### src/rtl/stopwatch_ctrl_if.sv
// Stopwatch key/display bundle.
// key: raw active-low keys; digit_*, state, tick, wrap: controller status.
interface stopwatch_ctrl_if;
  logic [1:0] key;
  logic [3:0] digit_mt;
  logic [3:0] digit_mo;
  logic [3:0] digit_st;
  logic [3:0] digit_so;
  logic [1:0] state;
  logic       tick;
  logic       wrap;

  modport master (
    output key,
    input  digit_mt, digit_mo,
    input  digit_st, digit_so,
    input  state, tick, wrap
  );

  modport slave (
    input  key,
    output digit_mt, digit_mo,
    output digit_st, digit_so,
    output state, tick, wrap
  );
endinterface

### src/rtl/stopwatch_ctrl.sv
// mm:ss stopwatch: key debounce, start/stop/lap/clear FSM, 1 Hz prescaler.
// Ports: clock, reset (async high), bus (slave): key in, digits/state/tick/wrap out.
module stopwatch_ctrl #(
  parameter int TICK_DIV  = 50000000,
  parameter int DB_CYCLES = 1000000
) (
  input logic             clock,
  input logic             reset,
  stopwatch_ctrl_if.slave bus
);

  localparam int PW = (TICK_DIV > 1) ? $clog2(TICK_DIV) : 1;
  localparam int DW = (DB_CYCLES > 1) ? $clog2(DB_CYCLES) : 1;

  typedef enum logic [1:0] {
    IDLE  = 2'd0,
    RUN   = 2'd1,
    PAUSE = 2'd2,
    LAP   = 2'd3
  } state_e;

  logic [1:0]    s1_q, s2_q;
  logic [1:0]    db_q, dbd_q;
  logic [DW-1:0] dbc_q [2];
  logic [1:0]    press;

  always_ff @(posedge clock or posedge reset) begin
    if (reset) begin
      s1_q  <= 2'b11;
      s2_q  <= 2'b11;
      db_q  <= 2'b11;
      dbd_q <= 2'b11;
      for (int i = 0; i < 2; i++)
        dbc_q[i] <= '0;
    end else begin
      s1_q  <= bus.key;
      s2_q  <= s1_q;
      dbd_q <= db_q;
      for (int i = 0; i < 2; i++) begin
        if (s2_q[i] == db_q[i]) begin
          dbc_q[i] <= '0;
        end else if (dbc_q[i] == DW'(DB_CYCLES - 1)) begin
          db_q[i]  <= s2_q[i];
          dbc_q[i] <= '0;
        end else begin
          dbc_q[i] <= dbc_q[i] + 1'b1;
        end
      end
    end
  end

  // One-cycle pulse after the accepted level falls.
  assign press = dbd_q & ~db_q;

  state_e        state_q;
  logic [PW-1:0] presc_q;
  logic [3:0]    mt_q, mo_q, st_q, so_q;
  logic [3:0]    mt_d, mo_d, st_d, so_d;
  logic [15:0]   lap_q;
  logic [15:0]   dig_q;
  logic          tick_q, wrap_q;
  logic          run, term, roll;
  logic [15:0]   cnt;

  assign run  = (state_q == RUN) || (state_q == LAP);
  assign term = run && (presc_q == PW'(TICK_DIV - 1));
  assign cnt  = {mt_q, mo_q, st_q, so_q};

  always_comb begin
    mt_d = mt_q;
    mo_d = mo_q;
    st_d = st_q;
    so_d = so_q;
    roll = 1'b0;
    if (term) begin
      if (so_q == 4'd9) begin
        so_d = 4'd0;
        if (st_q == 4'd5) begin
          st_d = 4'd0;
          if (mo_q == 4'd9) begin
            mo_d = 4'd0;
            if (mt_q == 4'd5) begin
              mt_d = 4'd0;
              roll = 1'b1;
            end else begin
              mt_d = mt_q + 4'd1;
            end
          end else begin
            mo_d = mo_q + 4'd1;
          end
        end else begin
          st_d = st_q + 4'd1;
        end
      end else begin
        so_d = so_q + 4'd1;
      end
    end
  end

  always_ff @(posedge clock or posedge reset) begin
    if (reset) begin
      state_q <= IDLE;
      presc_q <= '0;
      mt_q    <= '0;
      mo_q    <= '0;
      st_q    <= '0;
      so_q    <= '0;
      lap_q   <= '0;
      dig_q   <= '0;
      tick_q  <= 1'b0;
      wrap_q  <= 1'b0;
    end else begin
      tick_q <= term;
      wrap_q <= roll;
      dig_q  <= (state_q == LAP) ? lap_q : cnt;
      if (run)
        presc_q <= term ? '0 : presc_q + 1'b1;
      mt_q <= mt_d;
      mo_q <= mo_d;
      st_q <= st_d;
      so_q <= so_d;
      // key[0] wins when both pulses coincide.
      unique case (state_q)
        IDLE: begin
          if (press[1] && !press[0])
            state_q <= RUN;
        end
        RUN: begin
          if (press[0]) begin
            state_q <= LAP;
            lap_q   <= cnt;
          end else if (press[1]) begin
            state_q <= PAUSE;
          end
        end
        LAP: begin
          if (press[0])
            state_q <= RUN;
          else if (press[1])
            state_q <= PAUSE;
        end
        PAUSE: begin
          if (press[0]) begin
            state_q <= IDLE;
            presc_q <= '0;
            mt_q    <= '0;
            mo_q    <= '0;
            st_q    <= '0;
            so_q    <= '0;
            lap_q   <= '0;
          end else if (press[1]) begin
            state_q <= RUN;
          end
        end
        default: state_q <= IDLE;
      endcase
    end
  end

  assign bus.state    = state_q;
  assign bus.tick     = tick_q;
  assign bus.wrap     = wrap_q;
  assign bus.digit_mt = dig_q[15:12];
  assign bus.digit_mo = dig_q[11:8];
  assign bus.digit_st = dig_q[7:4];
  assign bus.digit_so = dig_q[3:0];

endmodule
### src/flat_wrapper.sv
// flat-port wrapper written by rule: the top's interface ports become plain ports
module stopwatch_ctrl_flat 
#(
  parameter int TICK_DIV  = 50000000,
  parameter int DB_CYCLES = 1000000
)
  (clock, reset, bus_key, bus_digit_mt, bus_digit_mo, bus_digit_st, bus_digit_so, bus_state, bus_tick, bus_wrap);
  stopwatch_ctrl_if bus_i ();
  input logic clock;
  input logic reset;
  input wire logic [$bits(bus_i.key)-1:0] bus_key;
  output wire logic [$bits(bus_i.digit_mt)-1:0] bus_digit_mt;
  output wire logic [$bits(bus_i.digit_mo)-1:0] bus_digit_mo;
  output wire logic [$bits(bus_i.digit_st)-1:0] bus_digit_st;
  output wire logic [$bits(bus_i.digit_so)-1:0] bus_digit_so;
  output wire logic [$bits(bus_i.state)-1:0] bus_state;
  output wire logic [$bits(bus_i.tick)-1:0] bus_tick;
  output wire logic [$bits(bus_i.wrap)-1:0] bus_wrap;
  assign bus_i.key = bus_key;
  assign bus_digit_mt = bus_i.digit_mt;
  assign bus_digit_mo = bus_i.digit_mo;
  assign bus_digit_st = bus_i.digit_st;
  assign bus_digit_so = bus_i.digit_so;
  assign bus_state = bus_i.state;
  assign bus_tick = bus_i.tick;
  assign bus_wrap = bus_i.wrap;
  stopwatch_ctrl #(.TICK_DIV(TICK_DIV), .DB_CYCLES(DB_CYCLES)) u_core (.clock(clock), .reset(reset), .bus(bus_i));
endmodule
### config.mk
export PLATFORM = sky130hd
export DESIGN_NAME = stopwatch_ctrl_flat
export DESIGN_NICKNAME = d
export VERILOG_FILES = /design/src/rtl/stopwatch_ctrl_if.sv /design/src/rtl/stopwatch_ctrl.sv /design/src/flat_wrapper.sv
export SDC_FILE = /design/constraint.sdc
export NUM_CORES = 1
export LEC_CHECK = 0
export BUFFER_PORTS_ARGS = -buffer_cell sky130_fd_sc_hd__buf_2
export CAP_MARGIN = 10
export CORE_MARGIN = 2
export CORE_UTILIZATION = 50
export DETAILED_ROUTE_END_ITERATION = 10
export MAX_ROUTING_LAYER = met4
export PLACE_DENSITY = 0.67
export SKIP_LAST_GASP = 1
export SLEW_MARGIN = 5
export SYNTH_ARGS = -nofsm -noshare
export SYNTH_HDL_FRONTEND = slang
export SYNTH_SLANG_ARGS = --single-unit
### constraint.sdc
create_clock -name clock -period 5.32 [get_ports clock]
set_input_delay 0.532 -clock clock [delete_from_list [all_inputs] [get_ports clock]]
set_output_delay 0.532 -clock clock [all_outputs]
set_load 0.03 [all_outputs]
# Yosys cells after proc, flatten, opt, wreduce, memory -nomap -nowiden
# Index checks and enable logic that the tools add are counted.
op_classes:
  eq_ne: 16
  muxes: 46
  reduce_logical: 10
  n_addsub: 7
  n_bitwise: 4
ops:
  columns: ["op", "n"]
  rows:
  - ["$mux 26", 4]
  - ["$mux 4", 22]
  - ["$mux 20", 4]
  - ["$mux 16", 3]
  - ["$add 20x1->20 const B", 2]
  - ["$eq 20x20->1 const B", 2]
  - ["$pmux 16 s2", 1]
  - ["$add 26x1->26 const B", 1]
  - ["$eq 26x26->1 const B", 1]
  - ["$add 4x1->4 const B", 4]
  - ["$mux 2", 6]
  - ["$eq 4x3->1 const B", 2]
  - ["$eq 4x4->1 const B", 2]
  - ["$pmux 2 s4", 1]
  - ["$ne 2x1->1 const B", 3]
  - ["$reduce_and 2->1", 3]
  - ["$mux 1", 5]
  - ["$eq 2x2->1 const B", 2]
  - ["$ne 3x1->1 const B", 1]
  - ["$reduce_and 3->1", 1]
  - ["$and 2x2->2", 1]
  - ["$eq 1x1->1", 2]
  - ["$eq 2x1->1 const B", 1]
  - ["$logic_and 1x1->1", 2]
  - ["other kinds (6)", 7]
totals:
  elab_cells: 100
  output_inout_bits: 20
  regBits: 126

# Longest topological paths before layout
# Gate-level depths: netlist of run 1.
depth:
  ltp_word: 8
  mapped_depth: 8
  mapped_depth_nobuf: 7

# Worst setup path before layout of run 1
# Ideal clock, no wire load.
synth_path:
  path_type: "flip-flop to flip-flop"
  from: "reg u_core.state_q[1], in the netlist u_core.bus.state[1]"
  to: "reg u_core.mo_q[0]"
  synth_period_minus_slack_ps: 2139
  n_path_buf: 0
  setup_time_ps: 78
  slack_ps: 3181
  path_stages_with_launch: 8
  t_arrival_ps: 2061
  cell_sequence: "dfrtp_1 > inv_1 > ha_1 > o21ai_2 > nor2_2 > nand4_4 > or4b_1 > a21oi_1"
synth_via:
  elab_chain_len: 6
synth_rtl:
  columns: ["element", "line", "source"]
  rows:
  - ["from (decl)", "stopwatch_ctrl.sv:55", "state_e state_q;"]
  - ["from (signal assigned)", "stopwatch_ctrl.sv:102", "state_q <= IDLE;"]
  - ["from (signal assigned)", "stopwatch_ctrl.sv:126", "state_q <= RUN;"]
  - ["from (signal assigned)", "stopwatch_ctrl.sv:130", "state_q <= LAP;"]
  - ["$eq 2x1->1 / $eq 2x2->1 (equally long branches)", "stopwatch_ctrl.sv:65", "assign run = (state_q == RUN) || (state_q == LAP);"]
  - ["$logic_or 1x1->1", "stopwatch_ctrl.sv:65", null]
  - ["$logic_and 1x1->1", "stopwatch_ctrl.sv:66", "assign term = run && (presc_q == PW'(TICK_DIV - 1));"]
  - ["$mux 4", "stopwatch_ctrl.sv:75", "if (term) begin"]
  - ["$mux 4", "stopwatch_ctrl.sv:143", "if (press[0]) begin"]
  - ["$mux 4 *", "stopwatch_ctrl.sv:123", "unique case (state_q)"]
  - ["to (signal assigned)", "stopwatch_ctrl.sv:119", "mo_q <= mo_d;"]
  - ["to (decl)", "stopwatch_ctrl.sv:57", "logic [3:0] mt_q, mo_q, st_q, so_q;"]
# Every way passes the cells marked *; elsewhere a longest branch is shown, timed or not.
# A chain may end at the register's enable or synchronous reset.

# Final worst setup path of run 1
layout_path:
  from: "reg u_core.state_q[0], in the netlist u_core.bus.state[0]"
  to: "reg u_core.presc_q[21]"
layout_via:
  elab_chain_len: 7
layout_rtl:
  columns: ["element", "line", "source"]
  rows:
  - ["$eq 2x1->1 / $eq 2x2->1 (equally long branches)", "stopwatch_ctrl.sv:65", null]
  - ["$logic_or 1x1->1", "stopwatch_ctrl.sv:65", null]
  - ["$logic_and 1x1->1", "stopwatch_ctrl.sv:66", null]
  - ["$mux 26", "stopwatch_ctrl.sv:117", "presc_q <= term ? '0 : presc_q + 1'b1;"]
  - ["$mux 26", "stopwatch_ctrl.sv:116", "if (run)"]
  - ["$mux 26", "stopwatch_ctrl.sv:143", null]
  - ["$mux 26 *", "stopwatch_ctrl.sv:123", null]
  - ["to (signal assigned)", "stopwatch_ctrl.sv:117", null]
  - ["to (decl)", "stopwatch_ctrl.sv:56", "logic [PW-1:0] presc_q;"]
# Marked as above.

==> results.yml, run 1 <==
power:
  p_leak_nw: 3.02
  powerDensity_nw_per_um2: 314
  peakVddDrop_v: 0.000260
  finalPower_mw: 2.11
detailed_routing:
  finalWirelength_mm: 10.8
  drtIter0Drc: 196
  via_per_inst: 5.43
  wire_per_inst_um: 14.2
  drt_first_pass_iters: 4
  ant_nets: 0
  drc: 0
  vias: 4125
timing:
  setup_viol: 0
  fmax_ghz: 0.329
  fin_worst_skew_ns: 0.00578
  post-route-period-util_pct: 57.1
  rsz0062_at_grt: "no"
  slew_viol_final: 0
  maxSlewHeadroom_pct: 30.2
  hold_viol_final: 0
  tightest_slew_ns: 1.05
  fin_tns_setup_ns: 0
  min_period_ns: 3.04
  holdWs_ns: 0.214
  fin_ws_ns: 2.28
synthesis:
  async_flop_share_pct: 100
  yosysSeqAreaShare_pct: 53.5
  synth_seq_cells: 126
  synthFlopType: "dfrtp_1"
  synth_simple_gate_area_share_pct: 24.0
  synth_compound_area_share_pct: 6.06
  syn_avg_cell_area_sq_um: 10.2
  synth_top_area_share_pct: 50.0
  synth_top_family_by_area: "simple AND/OR/NAND/NOR gates"
  synth_edf_count: 0
  synth_nets: 591
  ys_warn_count: 0
  synth.distinct_cells: 52
  synth.area.mux_share_pct: 2.58
  yosysTopAreaCell: "dfrtp_1"
  synth_area_leaders: "dfrtp_1 (50%), nor2_1 (6.0%), xnor2_1 (5.5%)"
  synth-xor-area-share_pct: 9.49
  netlist_area_sq_um: 5910
  synth_cells: 579
  synthAdderAreaFrac_pct: 1.69
die:
  die_w_um: 113
  io_pins: 24
  die_h_um: 113
  std_cell_rows: 39
  core_sq_um: 11500
  fp.dieArea_sq_um: 12700
  initial_core_util_pct: 51.5
cts:
  htree_num_levels: 4
  clk_pin_slew_worst_paths_ns: 0.05
  clkSinkCount: 126
  cts_hold_buf: 0
  clk_latency_ns: 0.42
  clk_path_buf_depth: 2
  post_cts_buffers: 0
  ctsRootBufferMaster: "clkbuf_16"
  cts_buffers: 17
  cts_tree: "built"
  cts_resized: 0
worst_setup_path:
  max_stage_delay_ns: 0.88
  path_cells: "ha_1 -> o21ai_2 -> nor2_2 -> nand3_1 -> nand2_1 -> nor2_1"
  crit_fanout: 29
  cp-end-kind: "flop"
  crit_required_ns: 5.58
  critPathLaunchType: "flop"
  arrival_ns: 3.30
  cpMaxStageDelayCell: "ha_1"
  critPathKind: "reg -> reg"
place:
  dp.cells: 726
  place_area_sq_um: 6120
  place_hpwl_mm: 6.97
  portBuffers: 23
  place_ws_ns: 2.26
  gp_congestion: 0.804
layout:
  mostFrequentLayoutCells: "dfrtp_1 (118), nor2_1 (94), nand2_1 (50), xnor2_1 (37), xor2_1 (27)"
  fin_cells: 759
  final_cell_area_sq_um: 6720
  num-nets-final: 615
  drive_gt1_share_pct: 14.4
  syn2layout_area_growth_pct: 13.7
  final_common_cell: "dfrtp_1"
  final_core_util_pct: 58.6
  diodes: 0
global_routing:
  grt_pass1_wl_mm: 19.1
  grt.overflow.total: 0
  grt_pass1_vias: 4133
  grt_usage_pct: 19.4
  antenna_found_initial: 0
  grt_max_degree: 71
outcome:
  status: "finished, final reports clean"
job:
  drv_cap: 0
hold_path:
  hp-class: "in -> reg"
sequential cells by signal, indices dropped and copies added, names as in the netlist, 2 cells and up:
signal,flops
u_core.dbc_q,40
u_core.presc_q,26
u_core.dig_q,16
u_core.lap_q,16
u_core.mo_q,4
u_core.mt_q,4
u_core.so_q,4
u_core.st_q,4
u_core.bus.state,2
u_core.db_q,2
u_core.dbd_q,2
u_core.s1_q,2
u_core.s2_q,2
cells by family (layout without fill, tap and decap cells):
| family | count (synthesis) | after routing |
|---|---|---|
| and+or+nand+nor | 269 | 269 |
| DFF | 126 | 126 |
| muxes | 14 | 14 |
| buffers and inverters | 38 | 75 |
| adders and majority gates | 8 | 8 |
| xor gates and xnor gates | 64 | 64 |
| AOI/OAI and AO/OA | 60 | 60 |
cell type report:
class                   count  area [sq um]
clock buffers              27           523
clock inverters             5          52.6
fillers                   936          4750
inverters                  18          70.1
multi-input cells         415          2590
flip-flops and latches    126          3160
well taps                 143           179
repair buffers             25           138
synth_stat cells (all sizes together), types with 9 or more instances:
| library cell | instances |
|---|---|
| nand4 | 20 |
| mux2 | 10 |
| dfrtp | 118 |
| a21oi | 16 |
| o21ai | 25 |
| nand2 | 50 |
| xor2 | 27 |
| nor2 | 96 |
| and3 | 12 |
| inv | 18 |
| xnor2 | 37 |
| o31ai | 9 |
| nand2b | 10 |
| clkbuf | 12 |
| nand3 | 24 |
| nor4 | 10 |
power breakdown:
group / switching, mW / total [mW] / internal (mW) / leakage [nW]
clock network: 0.393 / 1.11 / 0.714 / 0.283
registers: 0.00443 / 0.971 / 0.966 / 1.73
logic: 0.0259 / 0.0318 / 0.00592 / 1.01
metal layers:
| metal | up-vias | GRT usage (%) | wire (um) |
|---|---|---|---|
| met1 | 2011 | 23.6 | 5040 |
| met5 | - | - | 0 |
| met2 | 62 | 30.5 | 5130 |
| li1 | 2035 | - | - |
| met4 | 0 | 7.24 | 182 |
| met3 | 17 | 6.16 | 419 |
critical path: cells and delay by family, from the launching register on:
kind	cells	cell delay (ns)
AO/OA/AOI/OAI	1	0.28
AND/OR/NAND/NOR	4	1.29
flip-flops	1	0.43
adder cells (fa/ha/maj)	1	0.88
final timing paths:
kind	startpoint	to	slack (ns)	cells after the start
max in group asynchronous	reset	u_core.presc_q[16]$_DFF_PP0_	3.79	3
worst max register to register	u_core.bus.state[0]$_DFFE_PP0P_	u_core.presc_q[21]$_DFF_PP0_	2.28	6
worst min-delay path	bus_key[0]	u_core.s1_q[0]$_DFF_PP1_	0.21	1
worst min register to register	u_core.s1_q[0]$_DFF_PP1_	u_core.s2_q[0]$_DFF_PP1_	0.35	0
worst max-delay path	u_core.bus.state[0]$_DFFE_PP0P_	u_core.presc_q[21]$_DFF_PP0_	2.28	6
min in group asynchronous	reset	u_core.dbc_q[0]$_DFF_PP0_	0.29	2
(Power assumes the default switching activity.)
==> run 2: changes to the inputs <==
--- a/config.mk
+++ b/config.mk
@@ -5,6 +5,7 @@
 export SDC_FILE = /design/constraint.sdc
 export NUM_CORES = 1
 export LEC_CHECK = 0
+export ABC_AREA = 1
 export BUFFER_PORTS_ARGS = -buffer_cell sky130_fd_sc_hd__buf_2
 export CAP_MARGIN = 10
 export CORE_MARGIN = 2
==> constraint.sdc (replaced) <==
create_clock -name clock -period 2.9 [get_ports clock]
set_input_delay 0.29 -clock clock [delete_from_list [all_inputs] [get_ports clock]]
set_output_delay 0.29 -clock clock [all_outputs]
set_load 0.03 [all_outputs]
==> results.yml, run 2 <==
synthesis:
  yosysSeqAreaShare_pct: 48.7
  synth_common_cells: "nand2_1 (163), nor2_1 (134), dfrtp_1 (118)"
  async_flop_share_pct: 100
  synth_area_leaders: "dfrtp_1 (45%), nand2_1 (9.4%), nor2_1 (7.7%)"
  synth_top_area_share_pct: 45.4
  yosysMostFrequentCell: "nand2_1"
  synthFlopType: "dfrtp_1"
  yosysTopAreaCell: "dfrtp_1"
  synthAdderAreaFrac_pct: 1.54
  netlist_area_sq_um: 6500
  synth-xor-area-share_pct: 2.56
  synth_edf_count: 0
  synth.distinct_cells: 42
  ys_warn_count: 0
  synth_seq_cells: 126
  synth_cells: 833
  synth_nets: 845
  synth_compound_area_share_pct: 8.42
  synth_top_family_by_area: "simple AND/OR/NAND/NOR gates"
  syn_avg_cell_area_sq_um: 7.80
  synth_simple_gate_area_share_pct: 31.3
  synth.area.mux_share_pct: 0
die:
  core_sq_um: 12700
  die_h_um: 118
  die_w_um: 118
  io_pins: 24
  std_cell_rows: 41
  initial_core_util_pct: 51.3
  fp.dieArea_sq_um: 13900
layout:
  largest_reg_flops: 40
  drive_gt1_share_pct: 10.9
  mostFrequentLayoutCells: "nand2_1 (163), nor2_1 (134), dfrtp_1 (118), inv_1 (108), nand3_1 (67)"
  largest_register: "u_core.dbc_q"
  reg.largest.list: "u_core.dbc_q x40, u_core.presc_q x26"
  syn2layout_area_growth_pct: 14.9
  diodes: 0
  final_common_cell: "nand2_1"
  num-nets-final: 882
worst_setup_path:
  critPathKind: "reg -> reg"
  cpMaxStageDelayCell: "clkinv_1"
  max_stage_delay_ns: 0.47
  path_cells: "inv_1 -> ha_1 -> clkinv_1 -> nor2_1 -> o21ai_0 -> o21ai_0 -> inv_1"
  cp-end-kind: "flop"
  rrSetupSlack_ns: 0.78
  crit_required_ns: 3.20
  critPathLaunchType: "flop"
  crit_fanout: 18
  arrival_ns: 2.42
timing:
  post-route-period-util_pct: 73.1
  tightest_slew_ns: 0.930
  maxSlewHeadroom_pct: 38.0
  slew_viol_final: 0
  min_period_ns: 2.12
  fin_worst_skew_ns: 0.00827
  fmax_ghz: 0.471
  rsz0062_at_grt: "no"
  hold_viol_final: 0
  setup_viol: 0
  fin_tns_setup_ns: 0
  holdWs_ns: 0.354
cts:
  cts_buffers: 17
  clk_pin_slew_worst_paths_ns: 0.05
  clkSinkCount: 126
  post_cts_buffers: 0
  cts_tree: "built"
  clk_latency_ns: 0.42
  clk_path_buf_depth: 2
  htree_num_levels: 4
  ctsRootBufferMaster: "clkbuf_16"
place:
  portBuffers: 23
  place_hpwl_mm: 9.84
  gp_congestion: 0.934
job:
  drv_cap: 0
detailed_routing:
  drtIter0Drc: 443
  wire_per_inst_um: 13.3
  vias: 5508
  drc: 0
  finalWirelength_mm: 14.0
  ant_nets: 0
  via_per_inst: 5.22
  drt_first_pass_iters: 5
global_routing:
  grt_util_met2_pct: 34.9
  grt_pass1_wl_mm: 24.4
  grtUsageMet1_pct: 27.6
  met3_usage_pct: 5.23
  busiest_layer: "met2"
  antenna_found_initial: 0
  grt.overflow.total: 0
  grt_pass1_vias: 5328
  grt_max_degree: 81
  grt_usage_pct: 21.9
hold_path:
  hp-class: "reg -> reg"
power:
  powerDensity_nw_per_um2: 546
  peakVddDrop_v: 0.000309
  finalPower_mw: 4.08
  p_leak_nw: 3.42
outcome:
  status: "finished, final reports clean"
run 2: changes by cell type after synthesis, sizes merged, moves of 14 or more:
cell   delta
a21oi    +14
nor2     +52
nor3     +19
xor2     -14
inv      +96
xnor2    -31
nand2   +117
o21ai    +35
nand3    +47
run 2: layout make-up:
| type | instances | area, sq um |
|---|---|---|
| clock buffers | 28 | 527 |
| clock inverters | 4 | 97.6 |
| fillers | 1143 | 5200 |
| inverters | 116 | 439 |
| multi-input cells | 580 | 2850 |
| flip-flops and latches | 126 | 3160 |
| well taps | 172 | 215 |
| repair buffers | 29 | 180 |
run 2: per-layer routing:
layer  routed length, um  up-vias
li1                    -     2755
met1                6560     2599
met2                6660      134
met3                 602       20
met4                 217        0
met5                   0        -
run 2: per-stage QoR:
step                      setup WS (ns)  std cells  area, sq um  utilization, %
after CTS                         0.773       1055         7470            58.9
final                             0.779       1055         7470            58.9
after global placement            0.914       1020         6810            53.8
after global routing              0.570       1055         7470            58.9
after floorplan                    1.03        833         6500               -
after detailed placement          0.791       1020         6810            53.8
run 2: path summary, 6_finish.rpt:
kind / startpoint / endpoint / depth (start not counted)
setup reg to reg: u_core.bus.state[0]$_DFFE_PP0P_ / u_core.bus.state[0]$_DFFE_PP0P_ / 7
min in group asynchronous: reset / u_core.dbc_q[27]$_DFF_PP0_ / 3
hold / removal: u_core.s1_q[0]$_DFF_PP1_ / u_core.s2_q[0]$_DFF_PP1_ / 0
max in group asynchronous: reset / u_core.db_q[0]$_DFFE_PP1P_ / 4
hold reg to reg: u_core.s1_q[0]$_DFF_PP1_ / u_core.s2_q[0]$_DFF_PP1_ / 0
setup / recovery: u_core.bus.state[0]$_DFFE_PP0P_ / u_core.bus.state[0]$_DFFE_PP0P_ / 7
run 2: worst max-delay path, delay by kind of cell, from the launching register on:
| family | cells | cell delay [ns] |
|---|---|---|
| buffers and inverters | 3 | 0.67 |
| flip-flops | 1 | 0.42 |
| AO/OA/AOI/OAI | 2 | 0.35 |
| AND/OR/NAND/NOR | 1 | 0.30 |
| adder cells (fa/ha/maj) | 1 | 0.26 |
run 2: cell families after synthesis:
logic type	Yosys count
XOR/XNOR	19
buffers and inverters	127
AND/OR/NAND/NOR	450
flip-flops	126
adder cells (fa/ha/maj)	8
AO/OA/AOI/OAI	103
run 2: timing repair:
action,in CTS,in global routing
hold buffers,3,0
gates resized for setup,0,0
endpoints found under the hold margin,15,0
run 2: power by group:
group,leakage (nW),switching (mW),internal [mW],total [mW]
combinational,1.40,0.0522,0.0170,0.0692
sequential,1.73,0.00603,1.77,1.78
clock,0.301,0.743,1.49,2.23
total,3.42,0.801,3.28,4.08
==> run 3: changes to the inputs <==
==> constraint.sdc (replaced) <==
create_clock -name clock -period 2.1 [get_ports clock]
set_input_delay 0.21 -clock clock [delete_from_list [all_inputs] [get_ports clock]]
set_output_delay 0.21 -clock clock [all_outputs]
set_load 0.03 [all_outputs]
==> results.yml, run 3 (synthesis gave the netlist of run 2 again) <==
outcome:
  status: "finished with violations"
  violations: "negative hold slack"
timing:
  maxSlewHeadroom_pct: 55.6
  rsz0062_at_grt: "no"
  fin_tns_setup_ns: 0
  fin_worst_skew_ns: 0.00781
  post-route-period-util_pct: 90.5
  fmax_ghz: 0.526
  tightest_slew_ns: 0.666
  setup_viol: 0
  min_period_ns: 1.90
  slew_viol_final: 0
  holdWs_ns: -0.0160
  hold_viol_final: 35
layout:
  num-nets-final: 889
  largest_reg_flops: 40
  final_cell_area_sq_um: 7470
  largest_register: "u_core.dbc_q"
  drive_gt1_share_pct: 11.8
  syn2layout_area_growth_pct: 15.0
  final_core_util_pct: 59.0
  mostFrequentLayoutCells: "nand2_1 (163), nor2_1 (134), dfrtp_1 (118), inv_1 (108), nand3_1 (67)"
  fin_cells: 1061
  final_common_cell: "nand2_1"
  diodes: 0
  reg.largest.list: "u_core.dbc_q x40, u_core.presc_q x26"
die:
  io_pins: 24
  fp.dieArea_sq_um: 13900
  initial_core_util_pct: 51.3
  die_h_um: 118
  die_w_um: 118
  core_sq_um: 12700
  std_cell_rows: 41
worst_setup_path:
  rrSetupSlack_ns: 0.20
  cp-end-kind: "flop"
  crit_required_ns: 2.43
  critPathKind: "reg -> reg"
  crit_fanout: 9
  critPathLaunchType: "flop"
  arrival_ns: 2.23
place:
  dp.cells: 1025
  portBuffers: 23
  place_area_sq_um: 6850
  place_hpwl_mm: 9.44
  gp_congestion: 0.899
cts:
  cts_tree: "built"
  cts_buffers: 17
  clk_path_buf_depth: 2
  htree_num_levels: 4
  clk_latency_ns: 0.42
  clkSinkCount: 126
  clk_pin_slew_worst_paths_ns: 0.06
  ctsRootBufferMaster: "clkbuf_16"
  cts_resized: 0
power:
  p_leak_nw: 3.42
  peakVddDrop_v: 0.000499
  powerDensity_nw_per_um2: 720
  finalPower_mw: 5.38
detailed_routing:
  drt_first_pass_iters: 5
  finalWirelength_mm: 13.7
  ant_nets: 0
  wire_per_inst_um: 12.9
  drtIter0Drc: 464
  vias: 5524
  via_per_inst: 5.21
  drc: 0
hold_path:
  hp-class: "in -> async"
global_routing:
  grt.overflow.total: 0
  grt_pass1_wl_mm: 23.4
  grt_usage_pct: 21.2
  grt_max_degree: 127
  antenna_found_initial: 0
  grt_pass1_vias: 5082
job:
  drv_cap: 0
==> run 3: cell count changes in the layout (fill, tap and decap cells not counted), sizes merged <==
cell	previous run	this run
buf	26	34
clkbuf	28	21
clkinvlp	2	6
clkinv	2	5
bufinv	3	2
dlygate4sd3	3	2
==> run 3: path summary, 6_finish.rpt <==
kind	startpoint	endpoint	cells after the start
worst max-delay path	u_core.bus.state[1]$_DFFE_PP0P_	u_core.presc_q[18]$_DFF_PP0_	8
worst min-delay path	reset	u_core.dbc_q[24]$_DFF_PP0_	3
worst max register to register	u_core.bus.state[1]$_DFFE_PP0P_	u_core.presc_q[18]$_DFF_PP0_	8
worst min register to register	u_core.s1_q[1]$_DFF_PP1_	u_core.s2_q[1]$_DFF_PP1_	0
max in group asynchronous	reset	u_core.presc_q[12]$_DFF_PP0_	3
min in group clock	u_core.s1_q[1]$_DFF_PP1_	u_core.s2_q[1]$_DFF_PP1_	0
==> run 3: worst max-delay path: stages (launching register included) <==
cell and delay (ns):
dfrtp_1 0.40, inv_1 0.14, ha_1 0.26, nor2_4 0.10, nor2_2 0.24, nand4_1 0.31
nor2_1 0.19, nor2_1 0.06, nor3_1 0.13
==> run 3: timing repair <==
| item | CTS | global route |
|---|---|---|
| setup endpoints to repair | 0 | 4 |
| buffers inserted | 0 | 3 |
| hold buffers | 2 | 0 |
| hold endpoints to repair | 2 | 0 |
==> run 3: per-stage QoR <==
step,worst slack (ns),hold WS (ns)
after CTS,0.109,0.0265
after global routing,0.0155,0.0602
after detailed placement,0.114,0.319
after global placement,0.223,0.317
final,0.199,-0.0160
after floorplan,0.225,0.214
==> run 3: area by class of cell <==
cell class / instances / area, sq um
clock buffer: 21 / 450
multi-input combinational: 580 / 2850
sequential: 126 / 3160
tap: 172 / 215
inverter: 116 / 439
clock inverter: 10 / 116
timing repair buffer: 36 / 243
fill: 1164 / 5200
==> run 3: per-layer routing <==
layer  GRT usage, %  part of all wire (%)  routed length (um)  up-vias
li1               -                     -                   -     2770
met1           27.3                    47                6430     2610
met2           33.2                    48                6540      129
met3           4.65                   4.2                 574       15
met4           7.76                   1.3                 178        0
met5              -                     0                   0        -
==> run 3: report_power, final <==
part | leakage (nW) | total (mW) | internal (mW) | switching, mW
registers | 1.73 | 2.46 | 2.45 | 0.00880
clock network | 0.261 | 2.83 | 1.76 | 1.06
logic | 1.43 | 0.0950 | 0.0233 | 0.0717
